File: config.mk
export PLATFORM = sky130hd
export DESIGN_NAME = sync_fifo_flagged
export DESIGN_NICKNAME = d
export VERILOG_FILES = /design/src/rtl/sync_fifo_flagged.sv
export SDC_FILE = /design/constraint.sdc
export NUM_CORES = 1
export LEC_CHECK = 0
export ABC_AREA = 0
export ABC_CLOCK_PERIOD_IN_PS = 11000
export CORE_MARGIN = 1.5
export CORE_UTILIZATION = 40
export CTS_CLUSTER_DIAMETER = 120
export DETAILED_ROUTE_END_ITERATION = 10
export GPL_TIMING_DRIVEN = 0
export PLACE_DENSITY = 0.64
export SYNTH_ARGS = -nofsm -noshare
export SYNTH_HDL_FRONTEND = slang
export SYNTH_SLANG_ARGS = --single-unit
File: constraint.sdc
create_clock -name clk -period 11 [get_ports clk]
set_input_delay 1.65 -clock clk [delete_from_list [all_inputs] [get_ports clk]]
set_output_delay 1.65 -clock clk [all_outputs]
set_load 0.05 [all_outputs]
File: src/rtl/sync_fifo_flagged.sv
// Single-clock FIFO with occupancy count, programmable almost-full/almost-empty
// thresholds, overflow/underflow pulses and a selectable FWFT read mode.
module sync_fifo_flagged #(
    parameter int unsigned DATA_WIDTH = 32,
    parameter int unsigned FIFO_DEPTH = 8,
    parameter int unsigned AF_THRESH  = FIFO_DEPTH - 2,
    parameter int unsigned AE_THRESH  = 1,
    parameter bit          FWFT       = 1'b0
) (
    input  logic                          clk,
    input  logic                          rst,
    input  logic                          cs,
    input  logic                          wr_ena,
    input  logic                          rd_ena,
    input  logic [DATA_WIDTH-1:0]         data_in,
    output logic [DATA_WIDTH-1:0]         data_out,
    output logic                          full,
    output logic                          empty,
    output logic                          almost_full,
    output logic                          almost_empty,
    output logic [$clog2(FIFO_DEPTH):0]   count,
    output logic                          overflow,
    output logic                          underflow
);

    localparam int unsigned AW = $clog2(FIFO_DEPTH);
    localparam int unsigned CW = AW + 1;

    if ((FIFO_DEPTH < 2) || ((FIFO_DEPTH & (FIFO_DEPTH - 1)) != 0)) begin : g_bad_depth
        $error("sync_fifo_flagged: FIFO_DEPTH must be a power of 2 and at least 2");
    end

    if (!((AE_THRESH < AF_THRESH) && (AF_THRESH <= FIFO_DEPTH))) begin : g_bad_thresh
        $error("sync_fifo_flagged: thresholds must satisfy AE_THRESH < AF_THRESH <= FIFO_DEPTH");
    end

    logic [DATA_WIDTH-1:0] mem [FIFO_DEPTH];
    logic [AW-1:0]         wr_ptr;
    logic [AW-1:0]         rd_ptr;
    logic                  wr_acc;
    logic                  rd_acc;

    // Acceptance uses the registered flags, so a full FIFO rejects a write
    // even when a read frees a slot on the same edge (and vice versa).
    assign wr_acc = cs & wr_ena & ~full;
    assign rd_acc = cs & rd_ena & ~empty;

    assign full         = (count == CW'(FIFO_DEPTH));
    assign empty        = (count == '0);
    assign almost_full  = (count >= CW'(AF_THRESH));
    assign almost_empty = (count <= CW'(AE_THRESH));

    always_ff @(posedge clk) begin
        if (rst) begin
            wr_ptr    <= '0;
            rd_ptr    <= '0;
            count     <= '0;
            overflow  <= 1'b0;
            underflow <= 1'b0;
        end else begin
            if (wr_acc) wr_ptr <= wr_ptr + 1'b1;
            if (rd_acc) rd_ptr <= rd_ptr + 1'b1;
            if (wr_acc && !rd_acc)      count <= count + 1'b1;
            else if (rd_acc && !wr_acc) count <= count - 1'b1;
            overflow  <= cs & wr_ena & full;
            underflow <= cs & rd_ena & empty;
        end
    end

    always_ff @(posedge clk) begin
        if (!rst && wr_acc) mem[wr_ptr] <= data_in;
    end

    if (FWFT) begin : g_fwft
        assign data_out = empty ? '0 : mem[rd_ptr];
    end else begin : g_std
        always_ff @(posedge clk) begin
            if (rst)         data_out <= '0;
            else if (rd_acc) data_out <= mem[rd_ptr];
        end
    end

endmodule

==> results.json, run 1 <==
{
  "status": "finished clean",
  "numPortBuffers": 77,
  "switching_power_uw": 925,
  "die_h_microns": 174,
  "routed-via-count": 6081,
  "path_max_fanout": 8,
  "rsz0062_at_grt": "no",
  "holdPathStages": 2,
  "place_area_sq_um": 13200,
  "cts_max_level": 1,
  "reg2reg_depth": 8,
  "ys_warn_count": 0,
  "track_usage_pct": 16.4,
  "rows": 62,
  "power_density_nw_per_um2": 219,
  "grt_pass1_vias": 6447,
  "grt_max_degree": 20,
  "tightestPinTransition_ns": 0.939,
  "switching_share_pct": 29.7,
  "final-setup-viol-count": 0,
  "clockPowerShare_pct": 32.3,
  "final_antenna_net_count": 0,
  "final.period_utilization_pct": 37.7,
  "place_congestion": 0.728,
  "maxSlewHeadroom_pct": 37.4,
  "slew_violations": 0,
  "clkSinkCount": 300,
  "maxCapViolations": 0,
  "p_comb_share_pct": 25.0,
  "design_area_sq_um": 14200,
  "diodes": 0,
  "hp-class": "reg -> reg",
  "cts_setup_buffers": 0,
  "drt_pass1_iterations": 4,
  "ys_seq_area_share_pct": 73.2,
  "power.leakage_uw": 0.00447,
  "critPathKind": "reg -> out",
  "clkLatencyLatePin_ns": 0.56,
  "netlist_instances": 633,
  "postCtsHoldBufs": 0,
  "cts_buffers": 31,
  "wl_per_cell_microns": 21.3,
  "clk_pin_slew_worst_paths_ns": 0.06,
  "start_util_pct": 40.6,
  "nNetsFinal": 799,
  "coreArea_sq_um": 28800,
  "tns_ns": 0,
  "synth.distinct_cells": 36,
  "io_pins": 79,
  "clk_root_buffer_cell": "clkbuf_16",
  "synth_area_sq_um": 11700,
  "hpwlAfterDp_mm": 15.7,
  "wirelength_mm": 24.7,
  "fmax_ghz": 0.241,
  "drt-initial-drc-count": 394,
  "ys_async_sr_fraction_pct": 0,
  "drc": 0,
  "synth_flop_cell": "edfxtp_1",
  "hold_viol_final": 0,
  "required_ns": 9.35,
  "p_int_uw": 2180,
  "synth_seq_cells": 300,
  "cts_tree": "done",
  "clockBufferDepth": 3,
  "overflow": 0,
  "skew_ns": 0.0239,
  "irDropWorstVdd_uv": 126,
  "final.min_clock_period_ns": 4.15,
  "vias_per_cell": 5.23,
  "seqPwrFrac_pct": 42.7,
  "avgSynthCellArea_sq_um": 18.5,
  "crit_path_start_kind": "register",
  "synth-edff-count": 256,
  "grt_pass1_wl_mm": 37.7,
  "area_growth_pct": 21.5,
  "arrival_ns": 2.50,
  "syn_nets": 678,
  "antenna_found_initial": 0,
  "critPathCaptureType": "primary output",
  "die-area_sq_um": 30300,
  "drive_above_1_share_pct": 23.0,
  "cts_resized": 0,
  "die_w_microns": 174
}
power groups by stage:
stage	combinational (uW)	sequential (uW)	clock (uW)
after floorplan	416	1490	0
after global placement	768	1350	0
after detailed placement	786	1350	0
after CTS	788	1330	1020
after global routing	828	1340	1070
final	778	1330	1000
registers in the layout, summed over array words and instances, names as in the netlist:
signal / count
rd_ptr: 3
mem: 256
count: 4
overflow: 1
wr_ptr: 3
underflow: 1
data_out: 32
cells by family after synthesis:
logic type	after synthesis	synth area share [%]
AOI/OAI and AO/OA	70	5.25
xor gates and xnor gates	7	0.524
adders and majority gates	8	0.856
buffers and inverters	44	2.77
DFF	300	73.2
muxes	98	11.8
and+or+nand+nor	106	5.54
per-stage QoR:
stage	power (uW)	setup slack [ns]	instances	util (%)	hold WS [ns]
finish	3110	6.85	1163	49.4	0.498
global route	3230	6.75	1163	49.4	0.519
CTS	3130	6.84	1163	49.4	0.502
detailed placement	2140	6.54	1105	46.0	0.488
global placement	2120	3.67	1094	45.0	0.479
floorplan	1910	6.09	633	-	0.513
Yosys cell counts (5+ instances only):
cell type	count	area [sq um]
inv_1	5	18.8
mux4_2	32	721
buf_2	6	30.0
xor2_1	5	43.8
nor2_1	48	180
a211oi_2	28	350
edfxtp_1	256	7690
buf_6	9	101
ha_1	8	100
dfxtp_1	44	881
o22ai_1	32	200
nor3_1	8	40.0
mux2i_1	66	661
buf_4	6	45.0
clkbuf_1	12	45.0
nor3_2	29	290
final cells by class:
type,count,area (sq um)
Fill cell,2315,14600
Multi-Input combinational cell,289,2860
Timing Repair Buffer,88,995
Inverter,6,35.0
Sequential cell,300,8570
Tap cell,384,480
Clock inverter,8,76.3
Buffer,38,289
Clock buffer,50,908
routing by layer:
layer / GRT usage [%] / share of wire [%]
met5: 0 / 0
met4: 4.42 / 1.9
met3: 2.60 / 5.0
met2: 29.0 / 51
met1: 21.0 / 42
worst max-delay path: stages (launching register included):
cell and delay [ns]:
dfxtp_1 0.38, inv_1 0.15, ha_1 0.18, or3b_4 0.40, inv_1 0.06, clkdlybuf4s50_1 0.79
worst paths after layout:
| path | start | endpoint | slack (ns) |
|---|---|---|---|
| hold reg to reg | data_out[12] | data_out[12] | 0.50 |
| setup / recovery | count[1] | empty | 6.85 |
| setup reg to reg | count[1] | mem[0][7] | 7.86 |
| hold / removal | data_out[12] | data_out[12] | 0.50 |
placed cells by master (no fill, tap or decap), types with 2 or more instances in the layout:
cell type,n
a21oi_1,3
buf_12,7
nand2_1,4
buf_1,2
buf_4,6
mux2i_1,66
nand2b_1,4
nand4_1,3
o21ai_0,2
ha_1,8
nor3_1,7
clkbuf_16,32
buf_16,4
buf_6,12
nor3_2,29
clkbuf_8,4
clkinv_2,2
o22ai_1,32
nor2_1,42
or3_1,2
nor2_4,6
edfxtp_1,256
xnor2_1,2
a211oi_1,4
a211oi_2,28
dfxtp_1,44
mux4_2,32
clkinvlp_4,2
clkdlybuf4s50_1,77
clkbuf_1,26
xor2_1,5
buf_2,6
inv_1,5
Note: power is estimated with default switching activity, not from simulation.
==> run 2, diff against run 1 <==
ABC_CLOCK_PERIOD_IN_PS = 3700   (was 11000)
PLACE_DENSITY = 0.66   (was 0.64)
clock period = 3.7 ns   (was 11 ns; I/O delays follow)
==> results.json, run 2 (synthesized netlist as in run 1, its figures left out) <==
{
  "holdPathStages": 2,
  "postCtsHoldBufs": 0,
  "dpl.cell_count": 1104,
  "die_h_microns": 174,
  "cts_resized": 0,
  "routed-via-count": 5963,
  "power_uw": 9200,
  "clk_root_buffer_cell": "clkbuf_16",
  "drt-initial-drc-count": 460,
  "vias_per_cell": 5.14,
  "numPortBuffers": 77,
  "start_util_pct": 40.6,
  "hold_viol_final": 0,
  "tightestPinTransition_ns": 0.914,
  "fmax_ghz": 0.331,
  "skew_ns": 0.0112,
  "cpPeakStageDelay_ns": 0.79,
  "arrival_ns": 2.47,
  "drt_pass1_iterations": 4,
  "max_flop_register": "mem",
  "maxSlewHeadroom_pct": 39.1,
  "area_growth_pct": 21.2,
  "reg2reg_depth": 7,
  "overflow": 0,
  "clockBufferDepth": 3,
  "antenna_found_initial": 0,
  "irDropWorstVdd_uv": 409,
  "hpwlAfterDp_mm": 14.8,
  "final_antenna_net_count": 0,
  "grt_max_degree": 27,
  "largest_reg_flops": 256,
  "cts_max_level": 1,
  "hp-class": "reg -> reg",
  "track_usage_pct": 16.2,
  "diodes": 0,
  "maxCapViolations": 0,
  "critPathCaptureType": "primary output",
  "wl_met2_mm": 11.9,
  "p_comb_share_pct": 25.1,
  "critPathTopFamily": "buffers and inverters",
  "clkSinkCount": 300,
  "switching_power_uw": 2720,
  "rows": 62,
  "slew_violations": 0,
  "drc": 0,
  "path_buf_inv": 3,
  "grt_pass1_vias": 6139,
  "io_pins": 79,
  "cts_buffers": 30,
  "coreArea_sq_um": 28800,
  "clkLatencyLatePin_ns": 0.54,
  "crit_path_start_kind": "register",
  "wl_met1_mm": 10.4,
  "cts_tree": "done",
  "clockPowerShare_pct": 32.1,
  "wirelength_mm": 23.9,
  "power.leakage_uw": 0.00445,
  "wl_per_cell_microns": 20.6,
  "path_max_fanout": 7,
  "clk_pin_slew_worst_paths_ns": 0.06,
  "slowest_stage": "clkdlybuf4s50_1",
  "power_density_nw_per_um2": 649,
  "topRoutingLayerUsed": "met4",
  "critPathKind": "reg -> out",
  "p_int_uw": 6490,
  "dr_wl_met3_mm": 1.20,
  "critPathMostFrequentCell": "inv_1",
  "switching_share_pct": 29.5,
  "layout_commonest_cell": "edfxtp_1",
  "die-area_sq_um": 30300,
  "seqPwrFrac_pct": 42.8,
  "crit_cells": 5,
  "status": "finished clean",
  "place_congestion": 0.687,
  "worstPathCellList": "inv_1, ha_1, or3b_4, inv_1, clkdlybuf4s50_1",
  "final.period_utilization_pct": 81.8,
  "stdcell_count": 1160,
  "cts_setup_buffers": 0,
  "required_ns": 3.14,
  "rsz0062_at_grt": "no",
  "reg_top3": "mem: 256 flops, data_out: 32 flops, count: 4 flops",
  "nNetsFinal": 797,
  "drive_above_1_share_pct": 22.9,
  "final.min_clock_period_ns": 3.03,
  "grt_pass1_wl_mm": 37.1,
  "final-setup-viol-count": 0,
  "die_w_microns": 174,
  "final_cell_mix": "256 x edfxtp_1, 77 x clkdlybuf4s50_1, 66 x mux2i_1",
  "final_util_pct": 49.2
}
## run 2: final timing paths
path,start,end,slack (ns)
worst max-delay path,count[0],empty,0.67
worst max register to register,count[0],mem[7][26],0.82
worst min-delay path,data_out[14],data_out[14],0.49
worst min register to register,data_out[14],data_out[14],0.49
## run 2: cell type report
type                            count  area (sq um)
Fill cell                        2399         14600
Sequential cell                   300          8570
Multi-Input combinational cell    289          2870
Timing Repair Buffer               87           963
Clock buffer                       38           802
Tap cell                          384           480
Buffer                             38           289
Clock inverter                     18           166
Inverter                            6          35.0
## run 2: power by group through the flow
stage	Sequential, uW	Combinational (uW)	Clock (uW)
floorplan	4430	1240	0
global placement	4010	2300	0
detailed placement	4010	2340	0
CTS	3940	2340	3000
global route	3960	2470	3150
finish	3940	2310	2950
## run 2: per-stage QoR
step	setup slack (ns)	TNS, ns	instance area, sq um	hold slack [ns]
3_5_place_dp	0.667	0	13200	0.484
6_report	0.674	0	14200	0.494
3_3_place_gp	-1.28	-274.03	13000	0.480
5_1_grt	0.543	0	14200	0.502
2_1_floorplan	0.0274	0	11700	0.513
4_1_cts	0.637	0	14200	0.494
## run 2: worst min-delay path, stage by stage, from the launching register on
cell	delay, ns
dfxtp_1	0.32
nor2_1	0.05
nor3_2	0.08
## run 2: routing by layer
metal,vias up,GRT usage (%)
met3,34,2.78
met2,158,27.9
li1,2742,-
met1,3029,21.7
met4,0,3.59
met5,-,0
==> run 3, diff against run 2 <==
ABC_CLOCK_PERIOD_IN_PS = 2500   (was 3700)
clock period = 2.5 ns   (was 3.7 ns; I/O delays follow)
==> results.json, run 3 (synthesized netlist as in run 1, its figures left out) <==
{
  "largest_reg_flops": 256,
  "die_w_microns": 174,
  "crit_path_start_kind": "register",
  "rows": 62,
  "startpoint": "count[0]",
  "switching_share_pct": 29.8,
  "max_flop_register": "mem",
  "final_antenna_net_count": 0,
  "clockBufferDepth": 3,
  "slew_violations": 0,
  "power.leakage_uw": 0.00454,
  "cts_buffers": 30,
  "tns_ns": 0,
  "reg2reg_depth": 12,
  "seqPwrFrac_pct": 42.9,
  "maxSlewHeadroom_pct": 35.9,
  "path_max_fanout": 10,
  "final.min_clock_period_ns": 2.36,
  "nNetsFinal": 815,
  "required_ns": 2.91,
  "final.period_utilization_pct": 94.4,
  "antenna_found_initial": 0,
  "power_density_nw_per_um2": 948,
  "drt_pass1_iterations": 4,
  "clk_pin_slew_worst_paths_ns": 0.06,
  "p_int_uw": 9580,
  "vias_per_cell": 5.14,
  "wirelength_mm": 24.9,
  "place_area_sq_um": 13100,
  "fmax_ghz": 0.424,
  "drt-initial-drc-count": 417,
  "io_pins": 79,
  "reg_top3": "mem: 256 flops, data_out: 32 flops, count: 4 flops",
  "diodes": 0,
  "maxCapViolations": 0,
  "r2r-start": "count[0]",
  "hold_viol_final": 0,
  "clockPowerShare_pct": 31.1,
  "arrival_ns": 2.77,
  "routed-via-count": 6048,
  "clkSinkCount": 300,
  "clkLatencyLatePin_ns": 0.54,
  "holdPathStages": 2,
  "die-area_sq_um": 30300,
  "irDropWorstVdd_uv": 552,
  "status": "finished clean",
  "power_uw": 13600,
  "track_usage_pct": 16.4,
  "fin_worst_hold_slack_ns": 0.370,
  "cts_tree": "done",
  "p_comb_share_pct": 26.0,
  "hp-class": "in -> reg",
  "rsz0062_at_grt": "no",
  "final_cell_mix": "256 x edfxtp_1, 73 x clkdlybuf4s50_1, 66 x mux2i_1",
  "start_util_pct": 40.6,
  "design_area_sq_um": 14400,
  "clk_root_buffer_cell": "clkbuf_16",
  "die_h_microns": 174,
  "overflow": 0,
  "grt_max_degree": 33,
  "cp-endpoint": "count[3]",
  "place_congestion": 0.679,
  "coreArea_sq_um": 28800,
  "drive_above_1_share_pct": 25.5,
  "skew_ns": 0.00596,
  "area_growth_pct": 23.0,
  "grt_pass1_wl_mm": 37.6,
  "grt_pass1_vias": 6246,
  "cts_max_level": 1,
  "hpwlAfterDp_mm": 14.1,
  "switching_power_uw": 4060,
  "r2r_slack_ns": 0.14,
  "r2r_end": "count[3]",
  "critPathKind": "reg -> reg",
  "numPortBuffers": 77,
  "layout_commonest_cell": "edfxtp_1",
  "final-setup-viol-count": 0,
  "drc": 0,
  "tightestPinTransition_ns": 0.961,
  "critPathCaptureType": "register",
  "postCtsHoldBufs": 0,
  "wl_per_cell_microns": 21.2
}
run 3: cell types whose count changed in the layout (fill, tap and decap cells not counted), moves of 4 or more:
cell             delta
buf_4              +12
clkdlybuf4s50_1     -4
clkinv_1            +6
clkinv_2            -6
dfxtp_1             -4
nor2_4              +4
run 3: metrics by stage:
stage	util (%)	setup slack [ns]	cells
4_1_cts	49.3	-0.309	1162
3_3_place_gp	45.2	-1.23	1094
3_5_place_dp	45.6	-0.587	1099
6_report	50.0	0.141	1177
2_1_floorplan	-	-0.225	633
5_1_grt	50.0	0.0116	1177
run 3: routing by layer:
metal  share of wire [%]  global-route usage (%)
met2                  50                    28.5
met1                  42                    21.4
met3                 6.5                    2.60
met4                 1.8                    4.17
met5                   0                       0
run 3: critical path, cell delays in order, from the launching register on:
cell	delay [ns]
dfxtp_4	0.38
inv_4	0.05
ha_4	0.14
or3b_4	0.24
nor2b_4	0.15
buf_8	0.13
clkinv_8	0.08
buf_12	0.16
ha_4	0.17
or4_4	0.41
a21oi_2	0.14
xnor2_1	0.12
nor2_1	0.05
run 3: timing repair:
| item | CTS | global route |
|---|---|---|
| gates cloned | 1 | 3 |
| setup buffers | 7 | 12 |
| endpoints found under the setup margin | 181 | 154 |
| pin swaps | 6 | 7 |
| resized for setup | 12 | 7 |
run 3: area by class of cell:
cell class / instances / area (sq um)
Fill cell: 2323 / 14400
Sequential cell: 300 / 8580
Multi-Input combinational cell: 293 / 2960
Timing Repair Buffer: 101 / 1110
Clock buffer: 39 / 806
Tap cell: 384 / 480
Buffer: 38 / 293
Clock inverter: 16 / 121
Inverter: 6 / 40.0
run 3: worst min-delay path by stage:
| stage | start | endpoint | slack [ns] |
|---|---|---|---|
| after global routing | rst | underflow | 0.38 |
| final | rst | overflow | 0.37 |
| after detailed placement | data_out[11] | data_out[11] | 0.49 |
| after floorplan | data_in[0] | mem[0][0] | 0.47 |
| after global placement | data_out[10] | data_out[10] | 0.48 |
| after CTS | rst | underflow | 0.37 |
run 3: power groups by stage:
stage	logic (uW)	clock network (uW)	registers, uW
after CTS	3490	4320	5860
after global placement	3420	0	5960
after detailed placement	3460	0	5960
after global routing	3800	4510	5880
after floorplan	1840	0	6580
final	3550	4240	5850
